==> src/rtl/maxnet_scheduler_pkg.sv <==
// Shared definitions for the MaxNet datapath controllers.
// The single-client controller and its bench use the same state encodings,
// so keep these values stable.
package maxnet_scheduler_pkg;

    // Sequencer states. Encodings are fixed 3-bit values.
    // Code 3'd7 is unused, and the FSM treats it as a return to IDLE.
    typedef enum logic [2:0] {
        IDLE  = 3'd0,
        INIT  = 3'd1,
        MULT  = 3'd2,
        ADD   = 3'd3,
        WB    = 3'd4,
        CHECK = 3'd5,
        DONE  = 3'd6
    } state_t;

endpackage

==> src/rtl/maxnet_scheduler_if.sv <==
// Bundle of the requester/datapath signals around the scheduler.
// The master side is the clients plus the datapath, and the slave side is the scheduler.
interface maxnet_scheduler_if #(
    parameter int N_REQ  = 4,
    parameter int ITER_W = 5
) ();

    logic [N_REQ-1:0]  req;
    logic              is_finished;
    logic [N_REQ-1:0]  grant;
    logic              init_w;
    logic              init_x;
    logic              load_a;
    logic              load_sel;
    logic              busy;
    logic [N_REQ-1:0]  done;
    logic              timeout;
    logic [ITER_W-1:0] iter_count;

    modport master (
        output req, is_finished,
        input  grant, init_w, init_x, load_a, load_sel, busy, done, timeout, iter_count
    );

    modport slave (
        input  req, is_finished,
        output grant, init_w, init_x, load_a, load_sel, busy, done, timeout, iter_count
    );

endinterface

==> src/rtl/maxnet_scheduler_rr_arbiter.sv <==
// Combinational round-robin picker.
// It scans upward from the pointer, wraps modulo N_REQ, and returns the first
// asserted request as a one-hot vector together with its index.
module rr_arbiter #(
    parameter int N_REQ = 4,
    parameter int PTR_W = 2
) (
    input  logic [N_REQ-1:0] i_req,
    input  logic [PTR_W-1:0] i_ptr,
    output logic [N_REQ-1:0] o_grant,
    output logic [PTR_W-1:0] o_idx
);

    logic             w_found;
    logic [PTR_W-1:0] w_cand;
    int               candIdx;

    // Walk the requesters in priority order starting at the pointer.
    // The first hit wins and later hits are masked.
    always_comb begin
        o_grant = '0;
        o_idx   = '0;
        w_found = 1'b0;
        w_cand  = '0;
        candIdx = 0;
        for (int i = 0; i < N_REQ; i++) begin
            candIdx = int'(i_ptr) + i;
            if (candIdx >= N_REQ) begin
                candIdx = candIdx - N_REQ;
            end
            w_cand = PTR_W'(candIdx);
            if (!w_found && i_req[w_cand]) begin
                w_found          = 1'b1;
                o_grant[w_cand]  = 1'b1;
                o_idx            = w_cand;
            end
        end
    end

endmodule

==> src/rtl/maxnet_scheduler.sv <==
// Round-robin scheduler that shares one MaxNet iteration datapath between
// N_REQ requesters.
// Each job runs INIT once, then MULT/ADD/WB/CHECK rounds until the datapath
// converges or the round cap forces completion.
module maxnet_scheduler
    import maxnet_scheduler_pkg::*;
#(
    parameter int N_REQ    = 4,
    parameter int MAX_ITER = 16,
    parameter int ITER_W   = 5
) (
    input  logic                clk,
    input  logic                rst,
    maxnet_scheduler_if.slave   bus
);

    localparam int PTR_W = (N_REQ > 1) ? $clog2(N_REQ) : 1;

    state_t             r_state;
    logic [N_REQ-1:0]   r_grant;
    logic [PTR_W-1:0]   r_grantIdx;
    logic [PTR_W-1:0]   r_ptr;
    logic [ITER_W-1:0]  r_iter;
    logic               r_timeout;
    logic               r_initW;
    logic               r_initX;
    logic               r_loadA;
    logic               r_loadSel;
    logic               r_busy;
    logic [N_REQ-1:0]   r_done;

    logic [N_REQ-1:0]   w_winner;
    logic [PTR_W-1:0]   w_winnerIdx;

    rr_arbiter #(
        .N_REQ (N_REQ),
        .PTR_W (PTR_W)
    ) u_arb (
        .i_req   (bus.req),
        .i_ptr   (r_ptr),
        .o_grant (w_winner),
        .o_idx   (w_winnerIdx)
    );

    // Sequencer, iteration counter, flags and registered strobes.
    // Each strobe is loaded together with the state it belongs to, so the
    // outputs line up exactly with the state register.
    always_ff @(posedge clk or negedge rst) begin
        if (!rst) begin
            r_state    <= IDLE;
            r_grant    <= '0;
            r_grantIdx <= '0;
            r_ptr      <= '0;
            r_iter     <= '0;
            r_timeout  <= 1'b0;
            r_initW    <= 1'b0;
            r_initX    <= 1'b0;
            r_loadA    <= 1'b0;
            r_loadSel  <= 1'b0;
            r_busy     <= 1'b0;
            r_done     <= '0;
        end else begin
            r_initW   <= 1'b0;
            r_initX   <= 1'b0;
            r_loadA   <= 1'b0;
            r_loadSel <= 1'b0;
            r_done    <= '0;
            case (r_state)
                IDLE: begin
                    if (|bus.req) begin
                        r_state    <= INIT;
                        r_grant    <= w_winner;
                        r_grantIdx <= w_winnerIdx;
                        r_iter     <= '0;
                        r_timeout  <= 1'b0;
                        r_initW    <= 1'b1;
                        r_initX    <= 1'b1;
                        r_loadA    <= 1'b1;
                        r_loadSel  <= 1'b1;
                        r_busy     <= 1'b1;
                    end
                end
                INIT: r_state <= MULT;
                MULT: r_state <= ADD;
                ADD: begin
                    r_state <= WB;
                    r_loadA <= 1'b1;
                end
                WB: begin
                    r_state <= CHECK;
                    if (r_iter < ITER_W'(MAX_ITER)) begin
                        r_iter <= r_iter + ITER_W'(1);
                    end
                end
                CHECK: begin
                    if (bus.is_finished) begin
                        r_state   <= DONE;
                        r_timeout <= 1'b0;
                        r_done    <= r_grant;
                    end else if (r_iter == ITER_W'(MAX_ITER)) begin
                        r_state   <= DONE;
                        r_timeout <= 1'b1;
                        r_done    <= r_grant;
                    end else begin
                        r_state <= MULT;
                    end
                end
                DONE: begin
                    r_state <= IDLE;
                    r_grant <= '0;
                    r_busy  <= 1'b0;
                    if (r_grantIdx == PTR_W'(N_REQ - 1)) begin
                        r_ptr <= '0;
                    end else begin
                        r_ptr <= r_grantIdx + PTR_W'(1);
                    end
                end
                default: begin
                    r_state <= IDLE;
                    r_grant <= '0;
                    r_busy  <= 1'b0;
                end
            endcase
        end
    end

    assign bus.grant      = r_grant;
    assign bus.init_w     = r_initW;
    assign bus.init_x     = r_initX;
    assign bus.load_a     = r_loadA;
    assign bus.load_sel   = r_loadSel;
    assign bus.busy       = r_busy;
    assign bus.done       = r_done;
    assign bus.timeout    = r_timeout;
    assign bus.iter_count = r_iter;

endmodule

==> src/flat_wrapper.sv <==
// flat-port wrapper written by rule: the top's interface ports become plain ports
module maxnet_scheduler_flat import maxnet_scheduler_pkg::*;
#(
    parameter int N_REQ    = 4,
    parameter int MAX_ITER = 16,
    parameter int ITER_W   = 5
)
  (clk, rst, bus_req, bus_is_finished, bus_grant, bus_init_w, bus_init_x, bus_load_a, bus_load_sel, bus_busy, bus_done, bus_timeout, bus_iter_count);
  maxnet_scheduler_if #(.N_REQ(N_REQ), .ITER_W(ITER_W)) bus_i ();
  input  logic clk;
  input  logic rst;
  input wire logic [$bits(bus_i.req)-1:0] bus_req;
  input wire logic [$bits(bus_i.is_finished)-1:0] bus_is_finished;
  output wire logic [$bits(bus_i.grant)-1:0] bus_grant;
  output wire logic [$bits(bus_i.init_w)-1:0] bus_init_w;
  output wire logic [$bits(bus_i.init_x)-1:0] bus_init_x;
  output wire logic [$bits(bus_i.load_a)-1:0] bus_load_a;
  output wire logic [$bits(bus_i.load_sel)-1:0] bus_load_sel;
  output wire logic [$bits(bus_i.busy)-1:0] bus_busy;
  output wire logic [$bits(bus_i.done)-1:0] bus_done;
  output wire logic [$bits(bus_i.timeout)-1:0] bus_timeout;
  output wire logic [$bits(bus_i.iter_count)-1:0] bus_iter_count;
  assign bus_i.req = bus_req;
  assign bus_i.is_finished = bus_is_finished;
  assign bus_grant = bus_i.grant;
  assign bus_init_w = bus_i.init_w;
  assign bus_init_x = bus_i.init_x;
  assign bus_load_a = bus_i.load_a;
  assign bus_load_sel = bus_i.load_sel;
  assign bus_busy = bus_i.busy;
  assign bus_done = bus_i.done;
  assign bus_timeout = bus_i.timeout;
  assign bus_iter_count = bus_i.iter_count;
  maxnet_scheduler #(.N_REQ(N_REQ), .MAX_ITER(MAX_ITER), .ITER_W(ITER_W)) u_core (.clk(clk), .rst(rst), .bus(bus_i));
endmodule
==> config.mk <==
export PLATFORM = sky130hd
export DESIGN_NAME = maxnet_scheduler_flat
export DESIGN_NICKNAME = d
export VERILOG_FILES = /design/src/rtl/maxnet_scheduler_pkg.sv /design/src/rtl/maxnet_scheduler_if.sv /design/src/rtl/maxnet_scheduler_rr_arbiter.sv /design/src/rtl/maxnet_scheduler.sv /design/src/flat_wrapper.sv
export SDC_FILE = /design/constraint.sdc
export NUM_CORES = 1
export LEC_CHECK = 0
export CAP_MARGIN = 10
export CORE_UTILIZATION = 29
export CTS_CLUSTER_SIZE = 25
export DETAILED_ROUTE_END_ITERATION = 8
export SLEW_MARGIN = 10
export SYNTH_ARGS = -nofsm -noshare
export SYNTH_HDL_FRONTEND = slang
export SYNTH_SLANG_ARGS = --single-unit
==> constraint.sdc <==
create_clock -name clk -period 2.7 [get_ports clk]
set_input_delay 0.27 -clock clk [delete_from_list [all_inputs] [get_ports clk]]
set_output_delay 0.27 -clock clk [all_outputs]
set_load 0.05 [all_outputs]
Yosys cells after proc, flatten, opt, wreduce, memory -nomap -nowiden
Index checks and enable logic that the tools add are counted.

Register bits: 24. Input port bits: 7. Output and inout port bits: 19. Word-level logic and storage cells: 119.

Add/sub/neg operators: 9. $lt $le $gt $ge: 13. Equal/unequal tests: 11. Muxes and demuxes: 53. Bitwise gates (word level): 4. Reduce and logical (&&, ||, !) cells: 19.

Operators with widths (number): 4-bit 2-to-1 mux (8); 2-bit 2-to-1 mux (9); 3-bit case mux with 6 select lines (1); 1-bit 2-to-1 mux (17); 2-bit by 3-bit < comparator with 1-bit output, second input constant (4); 4-bit OR (3); 5-bit 2-to-1 mux (2); 5-bit case mux with 2 select lines (1); 3-bit equality test, second input constant (3); 3-bit greater-or-equal comparator, second input constant (3); 3-bit 2-to-1 mux (3); 1-bit binary-select mux with 2-bit select (4); 1-bit demux with 2-bit select (4); 2-bit by 1-bit greater-or-equal comparator with 1-bit output, second input constant (4); 4-bit case mux with 2 select lines (1); 2-bit by 1-bit subtractor with 2-bit output, second input constant (4); 1-bit logical AND (7); 2-bit by 2-bit adder with 3-bit output, second input constant (2); 3-bit by 2-bit equality test with 1-bit output, second input constant (2); 1-bit case mux with 2 select lines (3); 3-bit AND reduction (2); 5-bit by 1-bit adder with 5-bit output, second input constant (1); 5-bit equality test, second input constant (1); 5-bit < comparator, second input constant (1); 14 further kinds (19).

Depth between registers and ports, before layout
Gate-level depths: netlist (run 1).

Word-level depth: 16. Mapped depth: 8. Depth with buffers taken out: 7.

Hierarchy
Synthesis (run 1) repeated with hierarchy kept, for this count alone.

Cells, all modules: 144. Area total of the unflattened synthesis: 1576.5 um2.

Modules (own cells, without submodules): maxnet_scheduler (times used 1, cells each 96, area each 1137.3 um2, seq. area each 600.6 um2); rr_arbiter (times used 1, cells each 48, area each 439.2 um2, seq. area each 0.0 um2).

Worst setup path after synthesis (run 1)
No wires, ideal clock.

Path type: reg2reg. Start point: register u_core.r_ptr[0]. End point: register u_core.r_grantIdx[1]. Setup time: 0.082 ns. Arrival time: 1.892 ns. Data required time: 2.618 ns. Setup slack: 0.727 ns. Cell stages (with the launch flop): 9. Buffers on the path: 1. Clock period less this slack: 1.973 ns. Cells stage by stage: dfrtp_1 -> buf_6 -> inv_1 -> ha_1 -> mux4_2 -> nand2b_1 -> a21oi_1 -> o32ai_1 -> a31oi_1.

Word-level cells in the longest chain between the ends: 14. Elaborated cells between the ends (all ways): 36. Classes of those cells: 7 x add/sub; 4 x order compare; 19 x mux; 6 x reduce/logical.

RTL lines: from (decl) (RTL line maxnet_scheduler.sv:22) `logic [PTR_W-1:0] r_ptr;`; from (signal assigned) (RTL line maxnet_scheduler.sv:115) `r_ptr <= r_grantIdx + PTR_W'(1);`; parallel branches: the longest is 13 deep, another holds 2-bit by 1-bit adder with 3-bit output; 2-bit 2-to-1 mux * (RTL line maxnet_scheduler_rr_arbiter.sv:32) `if (!w_found && i_req[w_cand]) begin`; to (signal assigned) (RTL line maxnet_scheduler.sv:73) `r_grantIdx <= w_winnerIdx;`; to (decl) (RTL line maxnet_scheduler.sv:21) `logic [PTR_W-1:0] r_grantIdx;`.

Mark *: on every way between the ends. The select of a mux whose other input is x is not followed. A chain may end at the register's enable or synchronous reset.

Worst setup path in the final report (run 1)
Start point: register u_core.r_ptr[1]. End point: register u_core.r_grantIdx[1].

The elaborated chain is that of the path after synthesis.

==> reports/results.txt, run 1 <==
Final setup TNS: 0 ns. The fraction of layout instances using a drive strength above 1 was 0.09259; the count of TritonRoute iterations in the first routing pass was 4. Counting cells, the worst reg-to-reg path comes to 7. For the site row count, the log shows 25. Using the TritonRoute via totals, the vias-per-cell ratio works out to 4.904. In this run the cell area of the synthesized design comes to 0.001475 mm^2. In the synthesized netlist, the cells that appear most often are sky130_fd_sc_hd__dfrtp_1, sky130_fd_sc_hd__nand2_1, sky130_fd_sc_hd__nor2_1, sky130_fd_sc_hd__ha_1, sky130_fd_sc_hd__a21oi_1. The clock drives 24 sinks.

Setup violations remaining at the end of the flow were counted as 0. The first global-routing pass estimated 4740 um of wire. Hold repair after CTS inserted 0 buffers. The number of DRC violations after detailed routing was 0.

The worst setup skew after layout is 0.003337 ns, and the post-route fraction of the period consumed by the critical path is 0.8239. Once the clock tree was built, the resizer swapped 0 gates to a different size. The tools report the number of setup buffers added after CTS as 0. The total overflow left after global routing is 0. The final layout contains 180 nets. Setup repair after global routing left no endpoint under its margin. After detailed routing, the average wire length per cell comes to 12.21 um.

Among all flip-flop cells after synthesis, the most frequent one is sky130_fd_sc_hd__dfrtp_1. Setup slack closes at 0.4754 ns. Counting every net in the synthesized netlist gives 157. After detailed placement, the total cell area comes to 0.001764 mm^2. Across the whole layout, storage elements account for 600.6 um^2. The fraction of synthesized cell area taken by the top area cell type works out to 0.4071.

The number of antenna diodes in the final layout is 0. The library cell contributing the largest single delay on the critical path is sky130_fd_sc_hd__dfrtp_1. The startpoint of the lowest-slack register-to-register path was u_core.r_ptr[1]. Broken down by cell family, the worst path's largest delay share belongs to flip-flops.

For the finished layout, the period the worst path requires is 2.225 ns. The actual transition at the worst max-transition pin came out at 0.8500 ns. The run gives 1 as the number of levels the H-tree was split into. The global routing usage summed across all routing layers was 0.1116.

In this run the critical register-to-register path is captured at u_core.r_grantIdx[1]. In this run, CTS created clock tree buffers numbering 3. Each instance of the synthesized netlist takes up on average 10.54 um^2. IR analysis of the VDD net gives a maximum drop of 0.3973 mV. The clock passes through at most 2 buffers. For the count of maximum capacitance violations, the log shows 0. Wires add up to 2796 um. In this run the static leakage power is 0.7616 nW.

The finished cells cover 0.001836 mm^2. TritonCTS built the clock tree. By area the synthesized netlist is led by sky130_fd_sc_hd__dfrtp_1, sky130_fd_sc_hd__ha_1, sky130_fd_sc_hd__a22o_1. The tools report the sequential area share after synthesis as 0.4071. The tightest min-delay check is of the in2async type.

Compared with the post-synthesis result, the final layout area differs by 24.43%. The setup path with the least slack is of type reg2reg. The cell count after synthesis came out at 140. The tools report the clock root buffer master as sky130_fd_sc_hd__clkbuf_8.

The logs give 0.4312 for the worst relative slew slack and 66 for the detailed router's first-iteration violation count. The tools report the number of antenna violations at the first check in global routing as 0. The placeable core region is 0.004817 mm^2, and the number of enable flip-flop cells after synthesis is 0. The run finished with clean final reports. The final count of pins violating max slew is 0, and the worst-skew pair later-pin latency is 0.26 ns.

At the end of routability-driven placement, the weighted congestion stood at 0.7971. The vias after detailed routing was 1123; the worst-case register-to-register setup slack was 0.48 ns. Worst path buffer plus inverter count: 1. Launching element of the worst setup path: u_core.r_ptr[1]. The count of state elements after synthesis works out to 24. Along the worst path, the maximum fanout reaches 9. The biggest cell delay along the critical path came out at 0.53 ns. The floorplan step set the die width to 73.32 um.

Summing all multi-input logic gate instances after layout gives 795.8 um^2. The most critical setup path has its endpoint at u_core.r_grantIdx[1]. The library cell occupying the most area in the post-synthesis netlist is sky130_fd_sc_hd__dfrtp_1. For this run, the number of Yosys warnings is 0. Cell depth of the worst setup path: 7. In this run the power density over the cells is 1246 mW/mm^2.

The tools report the maximum clock rate as 449.5 MHz. The run gives 26 as the I/O pin count. The capturing element type of the critical path was a register.

The run gives 1066 as the via count of the first global-routing pass. The layout has 489 filler cells. Entering global routing, the biggest net connects 25 pins. The most frequent cell after synthesis is sky130_fd_sc_hd__dfrtp_1.

The HPWL after detailed placement is 2105 um. Die boundary height: 73.32 um. Clock-pin slew was measured on the worst setup and hold paths at 0.08 ns. The async set or reset register ratio after synthesis is 1.000, and the number of buffers added on ports is 25. Startpoint kind of the worst setup timing path: a register. Data arrives at the worst endpoint at 2.42 ns. The floorplan step defined a die boundary enclosing 0.005376 mm^2.

The count of final hold-check violations was 0; the remaining antenna violation count was 0. The tools report the worst setup slack before clock tree synthesis as 0.3563 ns. Synthesis instantiated 32 different standard cells from the library. The critical path required time is 2.89 ns.

For the final standard cell utilization of the core, the log shows 0.3810. The run gives 0.3062 as the initial core utilization. The critical path goes through inv_1 -> ha_1 -> mux4_2 -> nand2b_1 -> a21oi_1 -> o32ai_1 -> a31oi_1.
[routing by layer]
| metal | global-route usage | share of wire |
|---|---|---|
| met2 | 0.1800 | 0.47 |
| met1 | 0.1489 | 0.47 |
| met5 | 0 | 0 |
| met3 | 0.009602 | 0.035 |
| met4 | 0.05983 | 0.017 |
[worst min path at each step]
stage	start	end	slack (ns)	depth (start not counted)
final	rst	u_core.bus.timeout	0.36	2
after CTS	rst	u_core.bus.iter_count[2]	0.37	2
after floorplan	rst	u_core.bus.busy	-0.03	0
after global placement	u_core.bus.busy	u_core.bus.busy	0.48	1
after global routing	rst	u_core.bus.done[0]	0.38	2
after detailed placement	u_core.bus.busy	u_core.bus.busy	0.48	1
[worst register-to-register path: cells and delay by family, from the launching register on]
kind / cells / cell delay, ns
adder cells (fa/ha/maj): 1 / 0.37
flip-flops: 1 / 0.53
buffers and inverters: 1 / 0.17
AO/OA/AOI/OAI: 3 / 0.43
AND/OR/NAND/NOR: 1 / 0.20
multiplexers: 1 / 0.45
[stage by stage]
stage	power [mW]	hold slack, ns	cells
global placement	1.953	0.4781	225
CTS	2.300	0.3718	229
floorplan	1.678	-0.02559	140
finish	2.286	0.3583	229
global route	2.446	0.3794	229
detailed placement	1.981	0.4779	225
[sequential cells by signal, summed over array words and instances, names as in the netlist]
register	cells
u_core.bus.iter_count	5
u_core.bus.grant	4
u_core.bus.done	4
u_core.bus.timeout	1
u_core.bus.init_w	1
u_core.r_state	3
u_core.r_ptr	2
u_core.r_grantIdx	2
u_core.bus.load_a	1
u_core.bus.busy	1
[where the power goes]
part / internal (mW) / switching (mW) / total (mW)
sequential: 0.491 / 0.154 / 0.645
clock: 0.198 / 0.113 / 0.311
combinational: 0.538 / 0.792 / 1.33
[kinds of logic (layout without fill, tap and decap cells)]
| family | count (synthesis) | after routing | synth area share |
|---|---|---|---|
| adder cells (fa/ha/maj) | 10 | 10 | 0.08482 |
| AND/OR/NAND/NOR | 41 | 41 | 0.1510 |
| AO/OA/AOI/OAI | 37 | 37 | 0.1663 |
| buffers and inverters | 14 | 36 | 0.05343 |
| multiplexers | 14 | 14 | 0.1374 |
| flip-flops | 24 | 24 | 0.4071 |
[area by class of cell]
cell class,count,share of cell area
clock inverters,1,0.01636
multi-input cells,102,0.4335
inverters,5,0.01022
well taps,67,0.04567
clock buffers,3,0.02249
repair buffers,27,0.1445
flip-flops and latches,24,0.3272
[cell usage in the layout (no fill, tap or decap), drive strengths merged, types with 5 or more instances in the layout]
master / n
clkdlybuf4s50: 25
a21oi: 9
mux2i: 6
dfrtp: 24
nor2: 12
nand2: 13
o21ai: 7
ha: 10
inv: 5
a31oi: 6
a22o: 8
Note: power is estimated with default switching activity, not from simulation.
==> run 2, diff against run 1 <==
clock period = 2.1 ns   (was 2.7 ns; I/O delays follow)
==> reports/results.txt, run 2 (synthesis results as in run 1) <==
The critical path required time was 2.29 ns (-0.60 ns). The power per cell area works out to 1574 mW/mm^2 (+26%). The final setup violation count was 0 (unchanged). Number of DRC violations after detailed routing: 0 (unchanged).

The count of final hold-check violations was 0 (unchanged). The area of all placed cells without fillers is 0.001872 mm^2 (+2.0%), and the clock period minus final worst setup slack is 1.943 ns (-0.2818 ns). Setup repair after global routing left no endpoint under its margin. Capturing element type of the critical path: a register. The detailed-route wire length per cell was 12.36 um (+1.2%); the clock-pin transition on the worst setup and hold timing paths was 0.08 ns (about the same).

The vias after detailed routing is 1139 (+1.4%), and the number of antenna violations at the first check in global routing is 0 (unchanged). Walking the worst path, the cells encountered are inv_1 -> ha_1 -> mux4_2 -> nor3b_4 -> nand2_1 -> a31oi_1. For the number of instances resized during post-cts repair, the log shows 0 (unchanged). On the critical path, the stage with the largest delay is an instance of sky130_fd_sc_hd__mux4_2. For the cell area after placement, the log shows 0.001817 mm^2 (+3.0%). The class of the most critical hold timing path was in2async.

For the final setup TNS, the log shows 0 ns (unchanged). The highest ir drop seen on vdd is 0.5240 mV (+32%), and the biggest cell delay along the critical path is 0.46 ns (-0.07 ns). For the number of buffers on the longest clock path, the log shows 2 (unchanged).

The count of maximum capacitance violations came out at 0 (unchanged). The run gives 0.1571 ns (-0.3182 ns) as the smallest setup slack after layout. For the global routing usage summed across all routing layers, the log shows 0.1182 (+0.006616). The number of flip-flops in the largest register was 5 (unchanged). The count of filler cells inserted in the layout came out at 507 (+3.7%). The tools report the site row count as 25 (unchanged). The critical path is of the reg2reg type. The tools report the worst relative slew slack as 0.6633 (+0.2321). The category of cells accounting for the largest share of critical-path delay is multiplexers.

The cell leakage power is 0.7883 nW (+3.5%), and the actual transition at the worst max-transition pin is 0.5035 ns (-0.3465 ns). The quantity of hold-fixing buffers added after cts is 0 (unchanged). The tools report the final count of pins violating max slew as 0 (unchanged). The initial core utilization came out at 0.3062 (unchanged). The root buffer cell chosen for the clock tree is sky130_fd_sc_hd__clkbuf_8. The storage element area was 600.6 um^2 (unchanged); the detailed-route wire length was 2916 um (+4.3%). The number of levels the H-tree was split into was 1 (unchanged); the worst-skew pair later-pin latency was 0.26 ns (about the same).

The detailed-route vias per instance is 4.826 (-1.6%). The run gives 0.3024 ns (-0.05585 ns) as the tightest hold margin. The library cell used most frequently in the layout, excluding fill and tap cells, is sky130_fd_sc_hd__clkdlybuf4s50_1.

The number of antenna repair diodes is 0 (unchanged), and the via count of the first global-routing pass is 1075 (+0.84%). The worst-path maximum fanout came out at 9 (unchanged). TritonCTS built the clock tree. The run gives 26 (unchanged) as the I/O pin count.

Post-route fraction of the period consumed by the critical path: 0.9252 (+0.1012). Horizontal extent of the die: 73.32 um (unchanged). Fraction of layout instances using a drive strength above 1: 0.1302 (+0.03758). The number of buffers created by CTS was 3 (unchanged); the number of buffers added on ports was 25 (unchanged). The run gives 795.8 um^2 (unchanged) as the area taken by multi-input logic gates.

For the critical path arrival, the log shows 2.13 ns (-0.29 ns). The startpoint kind of the worst setup timing path is a register. The run gives 0.002955 ns (-0.0003823 ns) as the worst setup skew after layout. Worst path buffer plus inverter count: 1 (unchanged). Placeable core region: 0.004817 mm^2 (unchanged). The flow ran to the end, and the final reports show no timing, DRC or antenna violations. The area added between synthesis and finish came out at 26.89%. The CTS sink count was 24 (unchanged); the maximum clock rate was 514.7 MHz (+15%). The total global routing overflow is 0 (unchanged), and the final HPWL from detailed placement is 2200 um (+4.5%).

The routability congestion estimate is 0.8031 (+0.75%). The logs give 4 (unchanged) for the count of TritonRoute iterations in the first routing pass and 0 (unchanged) for the number of setup buffers added after CTS. The worst setup slack before clock tree synthesis was 0.03175 ns (-0.3245 ns); the area of the die was 0.005376 mm^2 (unchanged). The remaining antenna violation count was 0 (unchanged).

The logs give 4961 um (+4.7%) for the wire length of the first global-routing pass and 187 (+3.9%) for the number of nets in the layout. The run gives 119 (+80%) as the detailed router's first-iteration violation count. The die boundary height is 73.32 um (unchanged).

In the layout the commonest cells are sky130_fd_sc_hd__clkdlybuf4s50_1, sky130_fd_sc_hd__dfrtp_1, sky130_fd_sc_hd__nand2_1. The maximum number of pins on one net before global-route repair came out at 25 (unchanged).
## run 2: changes by cell type in the layout (fill, tap and decap cells not counted), sizes merged
cell,before,now
clkbuf,3,4
bufinv,1,0
buf,2,9
## run 2: power breakdown
group / switching, mW / internal (mW) / leakage [nW]
clock: 0.143 / 0.167 / 0.0288
sequential: 0.171 / 0.631 / 0.307
combinational: 1.07 / 0.768 / 0.452
## run 2: path summary, 6_finish.rpt
check                                      from                        to  slack (ns)  cells past startpoint
min in group clk                u_core.bus.busy           u_core.bus.busy        0.50                      1
worst min-delay path                        rst  u_core.bus.iter_count[2]        0.30                      2
max in group asynchronous                   rst         u_core.bus.init_w        1.56                      2
worst min register to register  u_core.bus.busy           u_core.bus.busy        0.50                      1
worst max register to register  u_core.r_ptr[0]       u_core.bus.grant[1]        0.16                      6
worst max-delay path            u_core.r_ptr[0]       u_core.bus.grant[1]        0.16                      6
## run 2: worst reg2reg max path, stage by stage, from the launching register on
cell and delay [ns]:
sky130_fd_sc_hd__dfrtp_1 0.36, sky130_fd_sc_hd__inv_1 0.10, sky130_fd_sc_hd__ha_1 0.37, sky130_fd_sc_hd__mux4_2 0.46
sky130_fd_sc_hd__nor3b_4 0.33, sky130_fd_sc_hd__nand2_1 0.09, sky130_fd_sc_hd__a31oi_1 0.16
## run 2: area by class of cell
type	count	area share
clock buffers	4	0.02941
inverters	5	0.01003
multi-input cells	102	0.4251
flip-flops and latches	24	0.3209
well taps	67	0.04479
repair buffers	34	0.1698
## run 2: routing by layer
metal	global-route usage	wire length (um)	up-vias
met5	0	0	-
met4	0.05128	31	0
met3	0.009602	83	2
met2	0.1934	1401	24
met1	0.1606	1399	547
li1	-	-	566
## run 2: stage by stage
step	util	total power, mW	std cells
global placement	0.3771	2.608	232
floorplan	-	2.157	140
detailed placement	0.3771	2.651	232
global route	0.3886	3.160	236
finish	0.3886	2.946	236
CTS	0.3886	2.969	236
